[src/rtl/mem_store_pkg.sv]
// Shared types and default sizing for the switch-addressed write store.
package mem_store_pkg;
    localparam int DEF_DATA_W          = 8;
    localparam int DEF_DEPTH           = 4;
    localparam int DEF_DEBOUNCE_CYCLES = 16;

    typedef enum logic [2:0] {
        IDLE      = 3'd0,
        DEB_PRESS = 3'd1,
        WRITE     = 3'd2,
        WAIT_REL  = 3'd3,
        DEB_REL   = 3'd4
    } state_t;
endpackage

[src/rtl/mem_store_ctrl_btn_sync.sv]
// Two-flop synchroniser for the raw write button; both flops clear on reset.
module btn_sync (
    input  logic clk,
    input  logic rst,
    input  logic i_async,
    output logic o_sync
);
    logic r_meta;
    logic r_sync;

    always_ff @(posedge clk) begin
        if (rst) begin
            r_meta <= 1'b0;
            r_sync <= 1'b0;
        end else begin
            r_meta <= i_async;
            r_sync <= r_meta;
        end
    end

    assign o_sync = r_sync;
endmodule

[src/rtl/mem_store_ctrl.sv]
// Debounced single-write sequencer feeding a small clocked store with a registered read port.
// Optional write counter output wr_count is built when MEM_STORE_WRCOUNT_EN is defined.
module mem_store_ctrl
    import mem_store_pkg::*;
#(
    parameter int DATA_W          = DEF_DATA_W,
    parameter int DEPTH           = DEF_DEPTH,
    parameter int DEBOUNCE_CYCLES = DEF_DEBOUNCE_CYCLES
) (
    input  logic                     clk,
    input  logic                     rst,
    input  logic                     wr_btn,
    input  logic [DATA_W-1:0]        wr_data,
    input  logic [$clog2(DEPTH)-1:0] wr_addr,
    input  logic [$clog2(DEPTH)-1:0] rd_addr,
    output logic [DATA_W-1:0]        rd_data,
    output logic [DEPTH-1:0]         valid,
    output logic                     wr_pulse,
    output logic                     busy,
`ifdef MEM_STORE_WRCOUNT_EN
    output logic [7:0]               wr_count,
`endif
    output logic [2:0]               dbg_state
);
    localparam int CNT_W = $clog2(DEBOUNCE_CYCLES + 1);
    localparam logic [CNT_W-1:0] CNT_MAX = CNT_W'(DEBOUNCE_CYCLES);

    logic                 w_btn_s;
    state_t               r_state;
    logic [CNT_W-1:0]     r_cnt;
    logic                 r_wr_pulse;
    logic                 r_busy;
    logic [DATA_W-1:0]    r_mem [DEPTH];
    logic [DEPTH-1:0]     r_valid;
    logic [DATA_W-1:0]    r_rd_data;
`ifdef MEM_STORE_WRCOUNT_EN
    logic [7:0]           r_wr_count;
`endif

    btn_sync u_btn_sync (
        .clk     (clk),
        .rst     (rst),
        .i_async (wr_btn),
        .o_sync  (w_btn_s)
    );

    // wr_pulse and busy are registered alongside the state so they track it exactly.
    always_ff @(posedge clk) begin
        if (rst) begin
            r_state    <= IDLE;
            r_cnt      <= '0;
            r_wr_pulse <= 1'b0;
            r_busy     <= 1'b0;
        end else begin
            r_wr_pulse <= 1'b0;
            case (r_state)
                IDLE: begin
                    if (w_btn_s) begin
                        r_state <= DEB_PRESS;
                        r_cnt   <= CNT_W'(1);
                        r_busy  <= 1'b1;
                    end
                end
                DEB_PRESS: begin
                    if (!w_btn_s) begin
                        r_state <= IDLE;
                        r_cnt   <= '0;
                        r_busy  <= 1'b0;
                    end else if (r_cnt < CNT_MAX) begin
                        r_cnt <= r_cnt + 1'b1;
                    end else begin
                        r_state    <= WRITE;
                        r_wr_pulse <= 1'b1;
                    end
                end
                WRITE: begin
                    r_state <= WAIT_REL;
                end
                WAIT_REL: begin
                    if (!w_btn_s) begin
                        r_state <= DEB_REL;
                        r_cnt   <= CNT_W'(1);
                    end
                end
                DEB_REL: begin
                    if (w_btn_s) begin
                        r_state <= WAIT_REL;
                    end else if (r_cnt < CNT_MAX) begin
                        r_cnt <= r_cnt + 1'b1;
                    end else begin
                        r_state <= IDLE;
                        r_cnt   <= '0;
                        r_busy  <= 1'b0;
                    end
                end
                default: begin
                    r_state <= IDLE;
                    r_cnt   <= '0;
                    r_busy  <= 1'b0;
                end
            endcase
        end
    end

    // Write commits on the edge that closes the WRITE cycle; the read samples the old contents.
    always_ff @(posedge clk) begin
        if (rst) begin
            for (int i = 0; i < DEPTH; i++) begin
                r_mem[i] <= '0;
            end
            r_valid   <= '0;
            r_rd_data <= '0;
        end else begin
            if (r_state == WRITE) begin
                r_mem[wr_addr]   <= wr_data;
                r_valid[wr_addr] <= 1'b1;
            end
            r_rd_data <= r_mem[rd_addr];
        end
    end

`ifdef MEM_STORE_WRCOUNT_EN
    always_ff @(posedge clk) begin
        if (rst) begin
            r_wr_count <= '0;
        end else if (r_state == WRITE) begin
            r_wr_count <= r_wr_count + 8'd1;
        end
    end

    assign wr_count = r_wr_count;
`endif

    assign rd_data   = r_rd_data;
    assign valid     = r_valid;
    assign wr_pulse  = r_wr_pulse;
    assign busy      = r_busy;
    assign dbg_state = r_state;
endmodule

[config.mk]
export PLATFORM = sky130hd
export DESIGN_NAME = mem_store_ctrl
export DESIGN_NICKNAME = d
export VERILOG_FILES = /design/src/rtl/mem_store_pkg.sv /design/src/rtl/mem_store_ctrl_btn_sync.sv /design/src/rtl/mem_store_ctrl.sv
export SDC_FILE = /design/constraint.sdc
export NUM_CORES = 1
export LEC_CHECK = 0
export ABC_AREA = 1
export BUFFER_PORTS_ARGS = -buffer_cell sky130_fd_sc_hd__buf_2
export CORE_MARGIN = 5
export CORE_UTILIZATION = 50
export CTS_CLUSTER_DIAMETER = 80
export DETAILED_ROUTE_END_ITERATION = 8
export GPL_ROUTABILITY_DRIVEN = 0
export PLACE_DENSITY = 0.74
export SYNTH_ARGS = -nofsm -noshare
export SYNTH_HDL_FRONTEND = slang
export SYNTH_SLANG_ARGS = --single-unit
export TNS_END_PERCENT = 100
[constraint.sdc]
create_clock -name clk -period 1.6 [get_ports clk]
set_input_delay 0.24 -clock clk [delete_from_list [all_inputs] [get_ports clk]]
set_output_delay 0.24 -clock clk [all_outputs]
set_load 0.02 [all_outputs]
==> reports/qor.yml <==
fin_crit_sh_pct: 94.6
core_um2: 4690
synth-seq-cells: 56
slowest_stage: "dfxtp_2"
rsz0062_at_grt: "no"
finalClockSkew_ns: 0.00811
drive_gt1_share_pct: 20.1
setup_viol_count_final: 0
drv_slew: 0
grt_max_degree: 19
seqPwrFrac_pct: 48.2
synthesis.nets: 289
clock_path_buffers: 2
cp-start-kind: "flip-flop"
final.min_clock_period_ns: 1.51
netlist_area_um2: 2390
routed_via_density: 5.04
reg2reg_depth: 6
wl_met1_um: 2120
synth_area_leaders: "edfxtp_1 (40%), dfxtp_1 (20%), nor2_1 (13%)"
syn_inst: 272
power_mw: 3.44
drtPass1Iterations: 4
power.leakage_nw: 1.26
yosysTopAreaCell: "edfxtp_1"
num_vias: 1851
synth.avg_cell_area_um2: 8.78
die_y_um: 79.1
worst_pin_slew_ns: 0.393
drtIter0Drc: 112
end_kind: "flip-flop"
synth_top_area_share_pct: 40.2
synth_most_common_cell: "nor2_1"
clock_tree.root_cell: "clkbuf_8"
path_cells: "nand3_2, inv_2, nand2_4, nor2_2, nand2_2, nand2_1"
outcome: "complete, no violations"
dieArea_um2: 6260
hold_violations: 0
grt_use_total_pct: 16.7
ant_nets: 0
io_pins: 32
yosysUniqueCellTypes: 22
synth_edf_count: 32
critPathMaxStageDelay_ns: 0.41
die_w_um: 79.1
grt_pass1_vias: 1819
synth_warnings: 0
start_util_pct: 50.9
worst_hold_slack_ns: 0.132
clockPowerShare_pct: 27.8
fin_nets: 329
maxUsedRoutingLayer: "met4"
wl_per_cell_um: 13.0
hold_buffers: 0
max_freq_mhz: 661
async_reset_ff_share_pct: 0
yosysSeqAreaShare_pct: 60.3
routed_wl_um: 4790
max_slew_margin_pct: 73.7
irDropWorstVdd_mv: 0.627
grt_overflow: 0
portBuffers: 31
dp_hpwl_um: 3600
power_density_nw_per_um2: 1240
wl_met2_um: 2420
comb_power_share_pct: 24.0
multi_input_area_um2: 815
clkLatencyLatePin_ns: 0.31
antenna_cells: 0
switchingPower_mw: 1.04
wl_met3_um: 221
placementRows: 25
crit_path_max_fanout: 8
post_cts_buffers: 0
cp.arrival_ns: 1.49
cts.sinks: 56
p_int_mw: 2.40
grt_pass1_wl_um: 8090
drcViolationCount: 0
numCtsBuffers: 5
crit_required_ns: 1.58
maxCapViolCount: 0
clkSlewWorstSetupHoldPaths_ns: 0.10
syn_to_final_growth_pct: 16.4
htreeDepth: 2
yosys-top-cells-count: "nor2_1 (81), nand2_1 (37), edfxtp_1 (32), inv_1 (25), dfxtp_1 (24)"
fill_cells: 427
power.share.switching_pct: 30.4
hold_depth: 3
antenna_found_initial: 0
worst-setup-path-type: "reg2reg"
cts_tree: "yes"
synth_ff_type: "edfxtp_1"
hold_class: "in2reg"
regArea_um2: 1440
-- layout make-up --
type | instances | area share, %
Clock buffer | 7 | 4.28
Inverter | 28 | 3.78
Clock inverter | 1 | 0.315
Tap cell | 54 | 2.43
Timing Repair Buffer | 40 | 8.01
Multi-Input combinational cell | 181 | 29.3
Sequential cell | 56 | 51.9
-- cells by family (layout without fill, tap and decap cells) --
group,Yosys count,after routing,share of synthesized area [%]
compound gates,37,37,8.01
buf+inv,35,76,5.66
flops,56,56,60.3
simple gates,142,142,24.9
fa+ha+maj,2,2,1.05
-- cells in the final DEF (no fill, tap or decap), types with 2 or more instances in the layout --
cell	n
buf_4	9
nor2_1	81
a21oi_1	17
edfxtp_1	32
nand2_1	36
ha_1	2
buf_2	31
clkbuf_16	2
nand3_2	2
nand2_2	3
nand3_1	13
o21ai_0	17
inv_2	3
clkbuf_8	5
nor2_2	4
dfxtp_1	23
inv_1	25
-- critical path: cells and delay by family, from the launching register on --
kind	cells	cell delay (ns)
flops	1	0.41
simple gates	5	0.66
buf+inv	1	0.12
-- stage by stage --
stage / setup TNS [ns] / util [%] / std cells / instance area, um^2 / worst slack [ns]
after global routing: 0 / 59.3 / 367 / 2780 / 0.00869
final: 0 / 59.3 / 367 / 2780 / 0.0863
after CTS: 0 / 59.2 / 367 / 2780 / 0.0828
after global placement: 0 / 56.5 / 359 / 2650 / 0.163
after detailed placement: 0 / 56.5 / 359 / 2650 / 0.108
after floorplan: -0.260 / - / 272 / 2390 / -0.0162
-- per-layer routing --
layer	global-route usage, %	vias up
li1	-	958
met4	4.64	0
met5	0	-
met1	20.2	844
met3	4.54	2
met2	29.2	47
-- power by group through the flow --
stage / Combinational [mW] / Clock, mW / Sequential, mW
2_1_floorplan: 0.506 / 0 / 1.77
3_3_place_gp: 0.818 / 0 / 1.69
3_5_place_dp: 0.827 / 0 / 1.69
4_1_cts: 0.830 / 0.980 / 1.66
5_1_grt: 0.935 / 1.03 / 1.67
6_report: 0.826 / 0.958 / 1.66
-- state kept, by name (all words and copies together) (netlist names) --
name	cells
dbg_state	3
r_mem	32
wr_pulse	1
u_btn_sync.r_meta	1
rd_data	8
valid	4
u_btn_sync.o_sync	1
r_cnt	5
busy	1
-- what timing repair did --
item                                   4_1_cts  5_1_grt
setup endpoints to repair                    0        8
endpoints found under the hold margin        0        0
resized for setup                            0        1
-- final timing paths --
path / start / endpoint / slack [ns]
worst max register to register: dbg_state[1] / r_mem[0][4] / 0.09
worst max-delay path: dbg_state[1] / r_mem[0][4] / 0.09
worst min register to register: u_btn_sync.r_meta / u_btn_sync.o_sync / 0.42
worst min-delay path: wr_btn / u_btn_sync.r_meta / 0.13
No activity file was read; power rests on OpenSTA's default activity.
